## src/rtl/tpu_cfg_pkg.sv

```systemverilog
`default_nettype none
// ============================================================================
// Module      : tpu_cfg_pkg
// Description : Shared definitions for the TPU configuration register slice.
//               Holds the register byte offsets, CTRL/STATUS/STAGE bit
//               positions, the APB FSM state encoding, the VERSION default
//               and the offset decoder.
//               Optional macro: TPU_CFG_IRQ_EN (maps IRQ_EN at 0x20).
// Revision    : 1.0 - initial release
// ============================================================================
package tpu_cfg_pkg;

    // Register byte offsets
    localparam logic [31:0] OFF_CTRL    = 32'h00;
    localparam logic [31:0] OFF_STATUS  = 32'h04;
    localparam logic [31:0] OFF_ADDR_A  = 32'h08;
    localparam logic [31:0] OFF_ADDR_B  = 32'h0C;
    localparam logic [31:0] OFF_ADDR_C  = 32'h10;
    localparam logic [31:0] OFF_NORM    = 32'h14;
    localparam logic [31:0] OFF_STAGE   = 32'h18;
    localparam logic [31:0] OFF_VERSION = 32'h1C;
    localparam logic [31:0] OFF_IRQ_EN  = 32'h20;

    // CTRL bit indices
    localparam int CTRL_START  = 0;
    localparam int CTRL_MATMUL = 1;
    localparam int CTRL_NORM   = 2;
    localparam int CTRL_POOL   = 3;
    localparam int CTRL_ACT    = 4;
    localparam int CTRL_BITS   = 5;

    // STATUS / STAGE bit indices
    localparam int STATUS_DONE   = 0;
    localparam int STATUS_STICKY = 1;
    localparam int STAGE_ACT     = 8;

    // APB handshake FSM encoding
    localparam logic [1:0] ST_IDLE   = 2'd0;
    localparam logic [1:0] ST_SETUP  = 2'd1;
    localparam logic [1:0] ST_ACCESS = 2'd2;

    localparam logic [31:0] VERSION_ID_DEFAULT = 32'h0001_0000;

    typedef enum logic [3:0] {
        REG_NONE,
        REG_CTRL,
        REG_STATUS,
        REG_ADDR_A,
        REG_ADDR_B,
        REG_ADDR_C,
        REG_NORM,
        REG_STAGE,
        REG_VERSION,
        REG_IRQ_EN
    } reg_sel_e;

    // Misaligned offsets never match an entry, so they decode to REG_NONE.
    function automatic reg_sel_e decode_off(input logic [31:0] off);
        reg_sel_e sel;
        case (off)
            OFF_CTRL:    sel = REG_CTRL;
            OFF_STATUS:  sel = REG_STATUS;
            OFF_ADDR_A:  sel = REG_ADDR_A;
            OFF_ADDR_B:  sel = REG_ADDR_B;
            OFF_ADDR_C:  sel = REG_ADDR_C;
            OFF_NORM:    sel = REG_NORM;
            OFF_STAGE:   sel = REG_STAGE;
            OFF_VERSION: sel = REG_VERSION;
`ifdef TPU_CFG_IRQ_EN
            OFF_IRQ_EN:  sel = REG_IRQ_EN;
`endif
            default:     sel = REG_NONE;
        endcase
        return sel;
    endfunction

endpackage
`default_nettype wire

```

## src/rtl/tpu_cfg_regs_if.sv

```systemverilog
`default_nettype none
// ============================================================================
// Module      : tpu_cfg_regs_if
// Description : APB bus bundle for the TPU configuration registers.
//               master : drives psel/penable/pwrite/paddr/pwdata
//               slave  : drives prdata/pready/pslverr
// Revision    : 1.0 - initial release
// ============================================================================
interface tpu_cfg_regs_if #(
    parameter int ADDR_WIDTH = 8,
    parameter int DATA_WIDTH = 32
);
    logic                  psel;
    logic                  penable;
    logic                  pwrite;
    logic [ADDR_WIDTH-1:0] paddr;
    logic [DATA_WIDTH-1:0] pwdata;
    logic [DATA_WIDTH-1:0] prdata;
    logic                  pready;
    logic                  pslverr;

    modport master (
        output psel, penable, pwrite, paddr, pwdata,
        input  prdata, pready, pslverr
    );

    modport slave (
        input  psel, penable, pwrite, paddr, pwdata,
        output prdata, pready, pslverr
    );
endinterface
`default_nettype wire

```

## src/rtl/tpu_cfg_apb_fsm.sv

```systemverilog
`default_nettype none
// ============================================================================
// Module      : tpu_cfg_apb_fsm
// Description : APB slave handshake, fixed single wait state.
//               IDLE -> SETUP on psel & !penable, SETUP -> ACCESS on
//               psel & penable, ACCESS (pready) -> IDLE.
// Ports       : clk, reset          - clock, sync active-high reset
//               psel_i..pwdata_i    - live APB request
//               accept_o            - SETUP->ACCESS transition this cycle
//               pready_o            - high in ACCESS
//               wr_strobe_o/rd_strobe_o - ACCESS qualified by direction
//               addr_o/wdata_o      - request latched on accept
// Revision    : 1.0 - initial release
// ============================================================================
module tpu_cfg_apb_fsm
    import tpu_cfg_pkg::*;
#(
    parameter int ADDR_WIDTH = 8,
    parameter int DATA_WIDTH = 32
) (
    input  logic                  clk,
    input  logic                  reset,
    input  logic                  psel_i,
    input  logic                  penable_i,
    input  logic                  pwrite_i,
    input  logic [ADDR_WIDTH-1:0] paddr_i,
    input  logic [DATA_WIDTH-1:0] pwdata_i,
    output logic                  accept_o,
    output logic                  pready_o,
    output logic                  wr_strobe_o,
    output logic                  rd_strobe_o,
    output logic [ADDR_WIDTH-1:0] addr_o,
    output logic [DATA_WIDTH-1:0] wdata_o
);
    logic [1:0]            state_q, state_d;
    logic                  write_q;
    logic [ADDR_WIDTH-1:0] addr_q;
    logic [DATA_WIDTH-1:0] wdata_q;

    always_comb begin
        state_d = state_q;
        case (state_q)
            ST_IDLE:   if (psel_i && !penable_i) state_d = ST_SETUP;
            ST_SETUP: begin
                if (!psel_i)        state_d = ST_IDLE;
                else if (penable_i) state_d = ST_ACCESS;
            end
            ST_ACCESS: state_d = ST_IDLE;
            default:   state_d = ST_IDLE;
        endcase
    end

    assign accept_o = (state_q == ST_SETUP) && psel_i && penable_i;

    always_ff @(posedge clk) begin
        if (reset) begin
            state_q <= ST_IDLE;
            write_q <= 1'b0;
            addr_q  <= '0;
            wdata_q <= '0;
        end else begin
            state_q <= state_d;
            if (accept_o) begin
                write_q <= pwrite_i;
                addr_q  <= paddr_i;
                wdata_q <= pwdata_i;
            end
        end
    end

    assign pready_o    = (state_q == ST_ACCESS);
    assign wr_strobe_o = pready_o & write_q;
    assign rd_strobe_o = pready_o & ~write_q;
    assign addr_o      = addr_q;
    assign wdata_o     = wdata_q;
endmodule
`default_nettype wire

```

## src/rtl/tpu_cfg_regs.sv

```systemverilog
`default_nettype none
// ============================================================================
// Module      : tpu_cfg_regs
// Description : APB configuration/status register file feeding the TPU
//               control FSM (start, stage enables, operand bases, stage
//               parameters) and capturing done_tpu for polling.
// Ports       : clk, reset   - clock, sync active-high reset
//               apb          - APB slave bundle (tpu_cfg_regs_if.slave)
//               start_tpu_o, enable_*_o       - CTRL[4:0]
//               address_mat_{a,b,c}_o         - ADDR_A/B/C
//               mean_o, inv_var_o             - NORM[7:0], NORM[15:8]
//               pool_window_o, activation_type_o - STAGE[1:0], STAGE[8]
//               irq_o        - done_sticky & IRQ_EN[0], registered
//               done_tpu_i   - done level from the control FSM
// Optional    : TPU_CFG_IRQ_EN - adds IRQ_EN (0x20) and irq_o.
// Revision    : 1.0 - initial release
// ============================================================================
module tpu_cfg_regs
    import tpu_cfg_pkg::*;
#(
    parameter int                    ADDR_WIDTH = 8,
    parameter int                    DATA_WIDTH = 32,
    parameter int                    AW         = 10,
    parameter logic [DATA_WIDTH-1:0] VERSION_ID = DATA_WIDTH'(VERSION_ID_DEFAULT)
) (
    input  logic          clk,
    input  logic          reset,
    tpu_cfg_regs_if.slave apb,
    output logic          start_tpu_o,
    output logic          enable_matmul_o,
    output logic          enable_norm_o,
    output logic          enable_pool_o,
    output logic          enable_activation_o,
    output logic [AW-1:0] address_mat_a_o,
    output logic [AW-1:0] address_mat_b_o,
    output logic [AW-1:0] address_mat_c_o,
    output logic [7:0]    mean_o,
    output logic [7:0]    inv_var_o,
    output logic [1:0]    pool_window_o,
    output logic          activation_type_o,
`ifdef TPU_CFG_IRQ_EN
    output logic          irq_o,
`endif
    input  logic          done_tpu_i
);
    logic                  w_accept, w_pready, w_wr_strobe, w_rd_strobe;
    logic [ADDR_WIDTH-1:0] w_wr_addr;
    logic [DATA_WIDTH-1:0] w_wr_data;

    tpu_cfg_apb_fsm #(
        .ADDR_WIDTH (ADDR_WIDTH),
        .DATA_WIDTH (DATA_WIDTH)
    ) u_apb_fsm (
        .clk         (clk),
        .reset       (reset),
        .psel_i      (apb.psel),
        .penable_i   (apb.penable),
        .pwrite_i    (apb.pwrite),
        .paddr_i     (apb.paddr),
        .pwdata_i    (apb.pwdata),
        .accept_o    (w_accept),
        .pready_o    (w_pready),
        .wr_strobe_o (w_wr_strobe),
        .rd_strobe_o (w_rd_strobe),
        .addr_o      (w_wr_addr),
        .wdata_o     (w_wr_data)
    );

    logic [CTRL_BITS-1:0]  ctrl_q, ctrl_d;
    logic [AW-1:0]         addr_a_q, addr_a_d, addr_b_q, addr_b_d, addr_c_q, addr_c_d;
    logic [15:0]           norm_q, norm_d;
    logic [1:0]            pool_q, pool_d;
    logic                  act_q, act_d;
    logic                  done_q;
    logic                  sticky_q, sticky_d;
    logic [DATA_WIDTH-1:0] prdata_q, prdata_d;
`ifdef TPU_CFG_IRQ_EN
    logic                  irq_en_q, irq_en_d;
    logic                  irq_q;
`endif

    reg_sel_e              w_rd_sel, w_wr_sel;
    logic [DATA_WIDTH-1:0] w_rd_data;
    logic                  w_err, w_wr_ok, w_locked, w_done_rise;
    logic                  w_unused_wdata;

    assign w_unused_wdata = ^w_wr_data[DATA_WIDTH-1:16];

    // Read data is captured on the SETUP->ACCESS edge from the live address,
    // so prdata is a register that is non-zero only during ACCESS.
    always_comb begin
        w_rd_sel  = decode_off(32'(apb.paddr));
        w_rd_data = '0;
        case (w_rd_sel)
            REG_CTRL:    w_rd_data[CTRL_BITS-1:0] = ctrl_q;
            REG_STATUS: begin
                w_rd_data[STATUS_DONE]   = done_tpu_i;
                w_rd_data[STATUS_STICKY] = sticky_q;
            end
            REG_ADDR_A:  w_rd_data[AW-1:0] = addr_a_q;
            REG_ADDR_B:  w_rd_data[AW-1:0] = addr_b_q;
            REG_ADDR_C:  w_rd_data[AW-1:0] = addr_c_q;
            REG_NORM:    w_rd_data[15:0]   = norm_q;
            REG_STAGE: begin
                w_rd_data[STAGE_ACT] = act_q;
                w_rd_data[1:0]       = pool_q;
            end
            REG_VERSION: w_rd_data = VERSION_ID;
`ifdef TPU_CFG_IRQ_EN
            REG_IRQ_EN:  w_rd_data[0] = irq_en_q;
`endif
            default: ;
        endcase
        prdata_d = (w_accept && !apb.pwrite) ? w_rd_data : '0;
    end

    // Write path works on the request latched by the FSM.
    always_comb begin
        w_wr_sel    = decode_off(32'(w_wr_addr));
        w_err       = (w_wr_sel == REG_NONE) || (w_wr_strobe && (w_wr_sel == REG_VERSION));
        w_wr_ok     = w_wr_strobe && !w_err;
        w_locked    = ctrl_q[CTRL_START];
        w_done_rise = done_tpu_i && !done_q;

        ctrl_d   = ctrl_q;
        addr_a_d = addr_a_q;
        addr_b_d = addr_b_q;
        addr_c_d = addr_c_q;
        norm_d   = norm_q;
        pool_d   = pool_q;
        act_d    = act_q;
        sticky_d = sticky_q;
`ifdef TPU_CFG_IRQ_EN
        irq_en_d = irq_en_q;
`endif
        if (w_wr_ok) begin
            case (w_wr_sel)
                REG_CTRL: begin
                    // While running only the start bit may change; enables hold.
                    if (w_locked) ctrl_d[CTRL_START] = w_wr_data[CTRL_START];
                    else          ctrl_d = w_wr_data[CTRL_BITS-1:0];
                end
                REG_STATUS: if (w_wr_data[STATUS_STICKY]) sticky_d = 1'b0;
                REG_ADDR_A: if (!w_locked) addr_a_d = w_wr_data[AW-1:0];
                REG_ADDR_B: if (!w_locked) addr_b_d = w_wr_data[AW-1:0];
                REG_ADDR_C: if (!w_locked) addr_c_d = w_wr_data[AW-1:0];
                REG_NORM:   if (!w_locked) norm_d   = w_wr_data[15:0];
                REG_STAGE: begin
                    if (!w_locked) begin
                        act_d  = w_wr_data[STAGE_ACT];
                        pool_d = w_wr_data[1:0];
                    end
                end
`ifdef TPU_CFG_IRQ_EN
                REG_IRQ_EN: irq_en_d = w_wr_data[0];
`endif
                default: ;
            endcase
        end
        // A new done edge takes priority over a coincident W1C.
        if (w_done_rise) sticky_d = 1'b1;
    end

    always_ff @(posedge clk) begin
        if (reset) begin
            ctrl_q   <= '0;
            addr_a_q <= '0;
            addr_b_q <= '0;
            addr_c_q <= '0;
            norm_q   <= '0;
            pool_q   <= '0;
            act_q    <= 1'b0;
            done_q   <= 1'b0;
            sticky_q <= 1'b0;
            prdata_q <= '0;
`ifdef TPU_CFG_IRQ_EN
            irq_en_q <= 1'b0;
            irq_q    <= 1'b0;
`endif
        end else begin
            ctrl_q   <= ctrl_d;
            addr_a_q <= addr_a_d;
            addr_b_q <= addr_b_d;
            addr_c_q <= addr_c_d;
            norm_q   <= norm_d;
            pool_q   <= pool_d;
            act_q    <= act_d;
            done_q   <= done_tpu_i;
            sticky_q <= sticky_d;
            prdata_q <= prdata_d;
`ifdef TPU_CFG_IRQ_EN
            irq_en_q <= irq_en_d;
            irq_q    <= sticky_q & irq_en_q;
`endif
        end
    end

    assign apb.pready  = w_pready;
    assign apb.pslverr = (w_wr_strobe || w_rd_strobe) && w_err;
    assign apb.prdata  = prdata_q;

    assign start_tpu_o         = ctrl_q[CTRL_START];
    assign enable_matmul_o     = ctrl_q[CTRL_MATMUL];
    assign enable_norm_o       = ctrl_q[CTRL_NORM];
    assign enable_pool_o       = ctrl_q[CTRL_POOL];
    assign enable_activation_o = ctrl_q[CTRL_ACT];
    assign address_mat_a_o     = addr_a_q;
    assign address_mat_b_o     = addr_b_q;
    assign address_mat_c_o     = addr_c_q;
    assign mean_o              = norm_q[7:0];
    assign inv_var_o           = norm_q[15:8];
    assign pool_window_o       = pool_q;
    assign activation_type_o   = act_q;
`ifdef TPU_CFG_IRQ_EN
    assign irq_o               = irq_q;
`endif
endmodule
`default_nettype wire

```

## src/flat_wrapper.sv

```systemverilog
// flat-port wrapper written by rule: the top's interface ports become plain ports
module tpu_cfg_regs_flat import tpu_cfg_pkg::*;
#(
    parameter int                    ADDR_WIDTH = 8,
    parameter int                    DATA_WIDTH = 32,
    parameter int                    AW         = 10,
    parameter logic [DATA_WIDTH-1:0] VERSION_ID = DATA_WIDTH'(VERSION_ID_DEFAULT)
)
  (clk, reset, start_tpu_o, enable_matmul_o, enable_norm_o, enable_pool_o, enable_activation_o, address_mat_a_o, address_mat_b_o, address_mat_c_o, mean_o, inv_var_o, pool_window_o, activation_type_o, done_tpu_i, apb_psel, apb_penable, apb_pwrite, apb_paddr, apb_pwdata, apb_prdata, apb_pready, apb_pslverr);
  tpu_cfg_regs_if #(.ADDR_WIDTH(ADDR_WIDTH), .DATA_WIDTH(DATA_WIDTH)) apb_i ();
  input  logic clk;
  input  logic reset;
  output logic start_tpu_o;
  output logic enable_matmul_o;
  output logic enable_norm_o;
  output logic enable_pool_o;
  output logic enable_activation_o;
  output logic [AW-1:0] address_mat_a_o;
  output logic [AW-1:0] address_mat_b_o;
  output logic [AW-1:0] address_mat_c_o;
  output logic [7:0] mean_o;
  output logic [7:0] inv_var_o;
  output logic [1:0] pool_window_o;
  output logic activation_type_o;
  input  logic done_tpu_i;
  input wire logic [$bits(apb_i.psel)-1:0] apb_psel;
  input wire logic [$bits(apb_i.penable)-1:0] apb_penable;
  input wire logic [$bits(apb_i.pwrite)-1:0] apb_pwrite;
  input wire logic [$bits(apb_i.paddr)-1:0] apb_paddr;
  input wire logic [$bits(apb_i.pwdata)-1:0] apb_pwdata;
  output wire logic [$bits(apb_i.prdata)-1:0] apb_prdata;
  output wire logic [$bits(apb_i.pready)-1:0] apb_pready;
  output wire logic [$bits(apb_i.pslverr)-1:0] apb_pslverr;
  assign apb_i.psel = apb_psel;
  assign apb_i.penable = apb_penable;
  assign apb_i.pwrite = apb_pwrite;
  assign apb_i.paddr = apb_paddr;
  assign apb_i.pwdata = apb_pwdata;
  assign apb_prdata = apb_i.prdata;
  assign apb_pready = apb_i.pready;
  assign apb_pslverr = apb_i.pslverr;
  tpu_cfg_regs #(.ADDR_WIDTH(ADDR_WIDTH), .DATA_WIDTH(DATA_WIDTH), .AW(AW), .VERSION_ID(VERSION_ID)) u_core (.clk(clk), .reset(reset), .apb(apb_i), .start_tpu_o(start_tpu_o), .enable_matmul_o(enable_matmul_o), .enable_norm_o(enable_norm_o), .enable_pool_o(enable_pool_o), .enable_activation_o(enable_activation_o), .address_mat_a_o(address_mat_a_o), .address_mat_b_o(address_mat_b_o), .address_mat_c_o(address_mat_c_o), .mean_o(mean_o), .inv_var_o(inv_var_o), .pool_window_o(pool_window_o), .activation_type_o(activation_type_o), .done_tpu_i(done_tpu_i));
endmodule
```

## config.mk

```make
export PLATFORM = sky130hd
export DESIGN_NAME = tpu_cfg_regs_flat
export DESIGN_NICKNAME = d
export VERILOG_FILES = /design/src/rtl/tpu_cfg_pkg.sv /design/src/rtl/tpu_cfg_regs_if.sv /design/src/rtl/tpu_cfg_apb_fsm.sv /design/src/rtl/tpu_cfg_regs.sv /design/src/flat_wrapper.sv
export SDC_FILE = /design/constraint.sdc
export NUM_CORES = 1
export LEC_CHECK = 0
export ABC_CLOCK_PERIOD_IN_PS = 2400
export CAP_MARGIN = 15
export CORE_MARGIN = 3
export CORE_UTILIZATION = 38
export CTS_CLUSTER_DIAMETER = 50
export DETAILED_ROUTE_END_ITERATION = 8
export PLACE_DENSITY = 0.73
export SETUP_SLACK_MARGIN = 0.15
export SLEW_MARGIN = 5
export SYNTH_ARGS = -nofsm -noshare
export SYNTH_HDL_FRONTEND = slang
export SYNTH_SLANG_ARGS = --single-unit
```

## constraint.sdc

```tcl
create_clock -name clk -period 2.4 [get_ports clk]
set_input_delay 0.72 -clock clk [delete_from_list [all_inputs] [get_ports clk]]
set_output_delay 0.72 -clock clk [all_outputs]
set_load 0.03 [all_outputs]
```

* After elaboration in Yosys (flattened, before gate mapping)
Memory sizes are Yosys's and may differ from the RTL's. A register that Yosys moved wholly into a read port is not among the register bits. Index checks and enable logic that the tools add are counted.
Word-level totals: register bits after elaboration 115, input port bits 46, memories 2, output and inout bits 88, memory bits (read-only) 256
Operators by class: equality and inequality tests 20, muxes and demuxes 18, reduce and logical (&&, ||, !) cells 32, bitwise gates (word level) 6
Memories:
- (name not given) | words 32, bits a word 4, read ports 1, clocked after Yosys merged registers in 1, write ports 0, RTL line tpu_cfg_pkg.sv:60 | case (off)
- (name not given) | words 32, bits a word 4, read ports 1, clocked after Yosys merged registers in 0, write ports 0, RTL line tpu_cfg_pkg.sv:60
Operator list (number):
- == test 4 x 3 -> 1 bit, second input constant | 8
- AND reduction 3 bit | 7
- == test 4 x 2 -> 1 bit, second input constant | 4
- one-hot mux 3 bit (5 select lines) | 1
- one-hot mux 2 bit (7 select lines) | 1
- one-hot mux 3 bit (4 select lines) | 1
- 2-to-1 mux 5 bit | 2
- == test 4 x 1 -> 1 bit, second input constant | 2
- == test 4 bit, second input constant | 2
- logical AND 1 bit | 8
- 2-to-1 mux 4 bit | 2
- logical NOT 3 bit | 2
- 2-to-1 mux 2 bit | 3
- nonzero test 2 bit | 3
- 2-to-1 mux 1 bit | 5
- one-hot mux 1 bit (5 select lines) | 1
- logical NOT 1 bit | 4
- logical NOT 4 bit | 1
- inverter 1 bit | 4
- one-hot mux 1 bit (4 select lines) | 1
- one-hot mux 2 bit (2 select lines) | 1
- AND reduction 2 bit | 2
- inequality test 3 bit, second input constant | 1
- OR reduction 3 bit | 1
- other kinds (7) | 9

* Depth between registers and ports, before layout
Gate-level depths: netlist of the first run.
word-level depth 9, gate-level depth with buffers 6, mapped depth without buffers 4

* By module
Synthesis of the first run repeated with hierarchy kept, for this count alone.
Second synthesis, totals: cell total of the unflattened synthesis 499, area, all modules 5053.6 um^2
Modules (own cells, without submodules):
- tpu_cfg_regs | area each 3096.7 um^2, cells an instance 313, instances 1
- tpu_cfg_apb_fsm | area each 1956.9 um^2, cells an instance 186, instances 1

* Worst setup path before layout of the first run
OpenSTA, ideal clock, no wires.
path type input to register, start point input port apb_paddr[0], end point register u_core.prdata_q[5] (netlist: u_core.apb.prdata[5]), required time 2.314 ns, slack 0.116 ns, data arrival time 2.199 ns, stages 5, setup time 0.086 ns, path through or4_4 or4_4 buf_6 o21bai_4 a211oi_1
Between the ends: cells in the longest elaborated chain, start to end 4, elaborated cells on any way between the ends 7
RTL lines:
- from (decl) | RTL line flat_wrapper.sv:29 | input wire logic [$bits(apb_i.paddr)-1:0] apb_paddr;
- memory read (32 x 4 bit) (*)
- 2-to-1 mux 4 bit (*) | RTL line tpu_cfg_pkg.sv:60
- == test 4 x 3 -> 1 bit / == test 4 x 2 -> 1 bit (equally long branches) | RTL line tpu_cfg_regs.sv:94 | case (w_rd_sel)
- one-hot mux 3 bit (4 select lines) (*) | RTL line tpu_cfg_regs.sv:94
- to (signal assigned) | RTL line tpu_cfg_regs.sv:190 | prdata_q <= prdata_d;
- to (decl) | RTL line tpu_cfg_regs.sv:76 | logic [DATA_WIDTH-1:0] prdata_q, prdata_d;
Every way passes the cells marked *; elsewhere a longest branch is shown, timed or not. A chain may end at the register's enable or synchronous reset.

* Worst setup path in the final report of the first run
start point input port apb_paddr[6], end point register u_core.prdata_q[3] (netlist: u_core.apb.prdata[3])
Between the ends: cells in the longest elaborated chain, start to end 4, elaborated cells on any way between the ends 8
RTL lines (RTL line):
- logical NOT 3 bit (*) | tpu_cfg_pkg.sv:60
- 2-to-1 mux 4 bit (*) | tpu_cfg_pkg.sv:60
- == test 4 x 3 -> 1 bit, or another cell as far along | tpu_cfg_regs.sv:94
- one-hot mux 3 bit (5 select lines) (*) | tpu_cfg_regs.sv:94
Marks and branches as above.

==> results_dict.tcl, run 1 <==
set metrics [dict create \
    core_area_sq_um 10600 \
    synthTopCellsByCount "104 x dfxtp_1, 68 x nor2_1, 60 x mux2i_1" \
    fin_area_sq_um 5740 \
    cts.sinks 104 \
    rsz0062_at_grt "yes" \
    p_leak_uw 0.00218 \
    ys_types 48 \
    grt_pass1_vias 3585 \
    placed_cells 684 \
    fin_crit_sh_pct 93.0 \
    ys_warn_count 0 \
    viasPerCell 5.05 \
    grt_max_degree 83 \
    setup_violations 0 \
    maxSlewHeadroom_pct 43.7 \
    clock_insertion_delay_worst_skew_ns 0.36 \
    fin_skew_ns 0.00963 \
    htree_levels 3 \
    fmax_ghz 0.448 \
    dr.first_iter.drc_count 210 \
    chipHeight_um 111 \
    cts_root_buf "clkbuf_8" \
    hold_slack_ns 0.463 \
    syn_inst 451 \
    crit_arrival_ns 2.51 \
    yosysSeqAreaShare_pct 49.3 \
    synth.most_common_cell "dfxtp_1" \
    fp-row-count 37 \
    synth-edff-count 0 \
    avgSynthCellArea_sq_um 9.37 \
    portBuffers 102 \
    final_antenna_net_count 0 \
    cp.required_ns 2.68 \
    grt_overflow 0 \
    die_area_sq_um 12400 \
    ys_seq_elements 104 \
    path_max_fanout 6 \
    vias 3541 \
    period_minus_slack_ns 2.23 \
    avgRoutedWirePerCell_um 16.3 \
    cts_buffer_depth 2 \
    stdcell_count 701 \
    endpoint_kind "flip-flop" \
    worst_setup_path_start_kind "primary input" \
    antenna_cells 0 \
    antenna_found_initial 0 \
    place_area_sq_um 5480 \
    wirelength_um 11400 \
    slew_viol_final 0 \
    nNetsFinal 606 \
    synth-main-ff-cell "dfxtp_1" \
    grtUsageTotal_pct 17.9 \
    nFillCells 982 \
    syn-cell-area_sq_um 4220 \
    area_growth_pct 36.0 \
    drive_gt1_share_pct 10.1 \
    tightest_slew_ns 0.845 \
    ctsHoldBuffers 0 \
    critical_path_class "primary input to flip-flop" \
    hold_violations 0 \
    power.density_nw_per_um2 568 \
    die_w_um 111 \
    vdd_ir_drop_max_uv 348 \
    async_reset_ff_share_pct 0 \
    maxCapViolations 0 \
    clk_pin_slew_worst_paths_ns 0.10 \
    grt_pass1_wl_um 18200 \
    pin_count 134 \
    firstDrtPassIters 4 \
    gp_congestion 0.849 \
    hp-class "flip-flop to flip-flop" \
    yosys.area.top_type "dfxtp_1" \
    status "finished, final reports clean" \
    cts_buffers 9 \
    dpl.hpwl_um 8070 \
    cts_tree "done" \
    start_util_pct 40.0 \
    synth.area.top_cells "dfxtp_1 49%, mux2i_1 14%, nor2_1 6.0%" \
    synth_top_area_share_pct 49.3 \
    drc_errors 0 \
]
layout make-up:
| type | count | area, sq um | share of cell area [%] |
|---|---|---|---|
| Multi-Input combinational cell | 311 | 1970 | 34.3 |
| Clock buffer | 10 | 128 | 2.22 |
| Clock inverter | 6 | 115 | 2.00 |
| Tap cell | 136 | 170 | 2.96 |
| Inverter | 4 | 15.0 | 0.261 |
| Sequential cell | 104 | 2080 | 36.3 |
| Timing Repair Buffer | 130 | 1260 | 22.0 |
final timing paths:
check / start / to / slack, ns / cells past startpoint
worst min-delay path: u_core.u_apb_fsm.wdata_o[11]$_SDFFE_PP0N_ / u_core.u_apb_fsm.wdata_o[11]$_SDFFE_PP0N_ / 0.46 / 2
worst max-delay path: apb_paddr[6] / u_core.apb.prdata[3]$_SDFF_PP0_ / 0.17 / 5
worst max register to register: flip-flop / u_core.norm_q[6]$_SDFFE_PP0P_ / 0.30 / 6
worst min register to register: u_core.u_apb_fsm.wdata_o[11]$_SDFFE_PP0N_ / u_core.u_apb_fsm.wdata_o[11]$_SDFFE_PP0N_ / 0.46 / 2
worst max-delay path: stages:
cell and delay, ns:
dlygate4sd2_1 0.25, or4_4 0.53, or4_4 0.56, nand3b_1 0.28, a21oi_1 0.18
logic make-up after synthesis:
group | synth area share, %
and+or+nand+nor | 18.6
DFF | 49.3
AOI/OAI and AO/OA | 10.2
muxes | 14.8
buffers and inverters | 6.22
xor gates and xnor gates | 0.830
other | 0.0888
timing repair:
item / 4_1_cts / 5_1_grt
pin swaps: 2 / 0
endpoints found under the setup margin: 17 / 3
cloned: 0 / 0
setup buffers: 1 / 0
gates resized for setup: 11 / 5
stage by stage:
| step | TNS, ns | utilization, % | power, uW | setup slack (ns) |
|---|---|---|---|---|
| finish | 0 | 54.4 | 3260 | 0.168 |
| global route | 0 | 54.4 | 3360 | 0.135 |
| CTS | 0 | 54.3 | 3280 | 0.0131 |
| detailed placement | -5.25 | 51.9 | 2000 | -0.397 |
| global placement | -4.78 | 51.9 | 2000 | -0.353 |
| floorplan | 0 | - | 1920 | 0.116 |
per-layer routing:
metal	global-route usage, %	vias up	part of all wire [%]
li1	-	1732	-
met1	22.2	1701	44
met2	31.1	100	50
met3	4.13	8	5.3
met4	5.11	0	0.96
met5	0	-	0
power breakdown:
| part | internal (uW) | total, uW | switching (uW) |
|---|---|---|---|
| Combinational | 89.5 | 216 | 127 |
| Clock | 699 | 1300 | 604 |
| Sequential | 1730 | 1740 | 9.13 |
cells in the final DEF (no fill, tap or decap), types with 4 or more instances in the layout:
master / Yosys / routed
mux2i_1: 60 / 60
buf_4: 17 / 24
a221oi_1: 9 / 9
dfxtp_1: 104 / 104
a22oi_1: 6 / 6
a21oi_1: 29 / 28
and2_1: 7 / 7
a211oi_1: 5 / 4
inv_1: 4 / 4
nor2b_1: 5 / 5
conb_1: 1 / 15
buf_12: 0 / 4
clkbuf_8: 0 / 9
dlygate4sd2_1: 0 / 7
clkdlybuf4s50_1: 0 / 93
nor2_1: 68 / 68
nand2_1: 58 / 58
registers in the layout, indices dropped and copies added (netlist names), named ones only:
register and count:
u_core.ctrl_q 5, u_core.u_apb_fsm.addr_o 8, u_core.address_mat_c_o 10, u_core.activation_type_o 1, u_core.u_apb_fsm.state_q 2, u_core.u_apb_fsm.write_q 1, u_core.done_q 1, u_core.u_apb_fsm.wdata_o 16
u_core.address_mat_b_o 10, u_core.sticky_q 1, u_core.norm_q 16, u_core.apb.prdata 17, u_core.address_mat_a_o 10, u_core.pool_window_o 2
Power figures use the tool's default switching activity.
==> run 2, diff against run 1 <==
Settings changed: DONT_BUFFER_PORTS set to 1, PLACE_DENSITY 0.73 to 0.57, SLEW_MARGIN 5 to not set.
==> run 2 against run 1 <==
Effect of this change:
- wire length fell by 8.3%
- first-iteration DRC count rose by 39%
- final area fell by 21%
- via count fell by 13%
- non-clock buffer count fell by 115
==> results_dict.tcl, run 2 (synthesized netlist as in run 1, its figures left out) <==
set metrics [dict create \
    p_leak_uw 0.00171 \
    maxSlewHeadroom_pct 66.8 \
    power.density_nw_per_um2 659 \
    htree_levels 3 \
    fin_skew_ns 0.00752 \
    core_area_sq_um 10600 \
    cts.sinks 104 \
    nFillCells 1054 \
    grt_pass1_vias 2950 \
    worst_slack_ns 0.278 \
    cp.required_ns 1.68 \
    vias 3097 \
    hold_violations 0 \
    rsz0062_at_grt "no" \
    final_common_cell "dfxtp_1" \
    vdd_ir_drop_max_uv 319 \
    fin_crit_sh_pct 88.4 \
    cts_buffer_depth 2 \
    grtUsageTotal_pct 16.8 \
    grt_max_degree 84 \
    fp-row-count 37 \
    chipHeight_um 111 \
    cts_root_buf "clkbuf_8" \
    grt_pass1_wl_um 16500 \
    maxCapViolations 0 \
    dr.first_iter.drc_count 291 \
    worst_setup_path_start_kind "flip-flop" \
    fmax_ghz 0.471 \
    setup_violations 0 \
    clk_pin_slew_worst_paths_ns 0.09 \
    path_cells "nor2_1 -> o21ai_0 -> o21ai_1 -> and2_4" \
    pin_count 134 \
    wirelength_um 10400 \
    period_minus_slack_ns 2.12 \
    grt_overflow 0 \
    start_util_pct 40.0 \
    endpoint_kind "output pin" \
    drive_gt1_share_pct 9.56 \
    final_cell_mix "104 x dfxtp_1, 68 x nor2_1, 60 x mux2i_1, 58 x nand2_1, 29 x a21oi_1" \
    firstDrtPassIters 5 \
    gp_congestion 0.798 \
    viasPerCell 5.28 \
    dpl.hpwl_um 7100 \
    tns_ns 0 \
    hp-class "primary input to flip-flop" \
    portBuffers 0 \
    cts_buffers 9 \
    status "finished, final reports clean" \
    largest_register_ffs 17 \
    die_area_sq_um 12400 \
    pre_cts_ws_ns 0.0272 \
    path_max_fanout 6 \
    slew_viol_final 0 \
    utilization_pct 43.1 \
    path_buf_inv 0 \
    slowest_delay_ns 0.38 \
    tightest_slew_ns 0.491 \
    final_antenna_net_count 0 \
    antenna_cells 0 \
    drc_errors 0 \
    cp_slowest_cell "dfxtp_1" \
    nNetsFinal 491 \
    die_w_um 111 \
    critical_path_class "flip-flop to output pin" \
    clock_insertion_delay_worst_skew_ns 0.37 \
    crit_arrival_ns 1.40 \
    area_growth_pct 7.64 \
    avgRoutedWirePerCell_um 17.8 \
    cts_tree "done" \
    crit_family "simple AND/OR/NAND/NOR gates" \
    antenna_found_initial 0 \
]
[run 2: cell count changes in the layout (fill, tap and decap cells not counted), sizes merged]
cell | before | now
dlygate4sd2 | 7 | 0
inv | 5 | 6
buf | 29 | 15
bufinv | 3 | 1
clkinvlp | 1 | 2
clkinv | 1 | 0
clkdlybuf4s50 | 93 | 0
[run 2: worst paths after layout]
path	from	end	slack [ns]	cells past startpoint
setup / recovery	flip-flop	apb_pslverr	0.28	4
hold / removal	apb_penable	u_core.u_apb_fsm.state_q[0]$_SDFFE_PP0P_	0.41	1
setup reg to reg	u_core.u_apb_fsm.state_q[1]$_SDFFE_PP0P_	u_core.apb.prdata[2]$_SDFF_PP0_	0.52	4
hold reg to reg	u_core.u_apb_fsm.addr_o[1]$_SDFFE_PP0N_	u_core.u_apb_fsm.addr_o[1]$_SDFFE_PP0N_	0.45	2
[run 2: layout make-up]
cell class	instances	area, sq um	area share, %
timing repair buffer	15	113	2.48
sequential	104	2080	45.8
clock inverter	5	62.6	1.38
tap	136	170	3.74
multi-input combinational	311	1950	43.0
clock buffer	11	151	3.33
inverter	4	15.0	0.330
[run 2: stage by stage]
stage / hold slack, ns / area, sq um / power, uW / std cells
final: 0.415 / 4550 / 3000 / 586
after global routing: 0.379 / 4550 / 3110 / 586
after CTS: 0.386 / 4540 / 3050 / 586
after detailed placement: 0.440 / 4320 / 1890 / 570
after global placement: 0.436 / 4320 / 1890 / 570
after floorplan: 0.436 / 4280 / 1920 / 465
[run 2: report_power, final]
group	total [uW]	internal, uW	switching [uW]
logic	105	33.8	71.2
registers	1740	1730	10.1
clock network	1150	547	601
[run 2: what timing repair did]
action,4_1_cts,5_1_grt
endpoints found under the hold margin,0,0
gates resized for setup,1,3
setup buffers,0,0
hold buffers,0,0
endpoints found under the setup margin,1,9
[run 2: layer usage]
metal  wire length [um]  up-vias  track usage [%]
li1                   -     1508                -
met1               4600     1477             21.0
met2               4930      108             27.3
met3                837        4             6.58
met4                 75        0             4.22
met5                  0        -                0
==> run 3, diff against run 2 <==
Settings changed: ABC_CLOCK_PERIOD_IN_PS 2400 to not set, DONT_BUFFER_PORTS 1 to not set, PLACE_DENSITY 0.57 to 0.73.
==> results of run 3 <==
The final DEF is identical to that of run 1; final timing and power are the same.
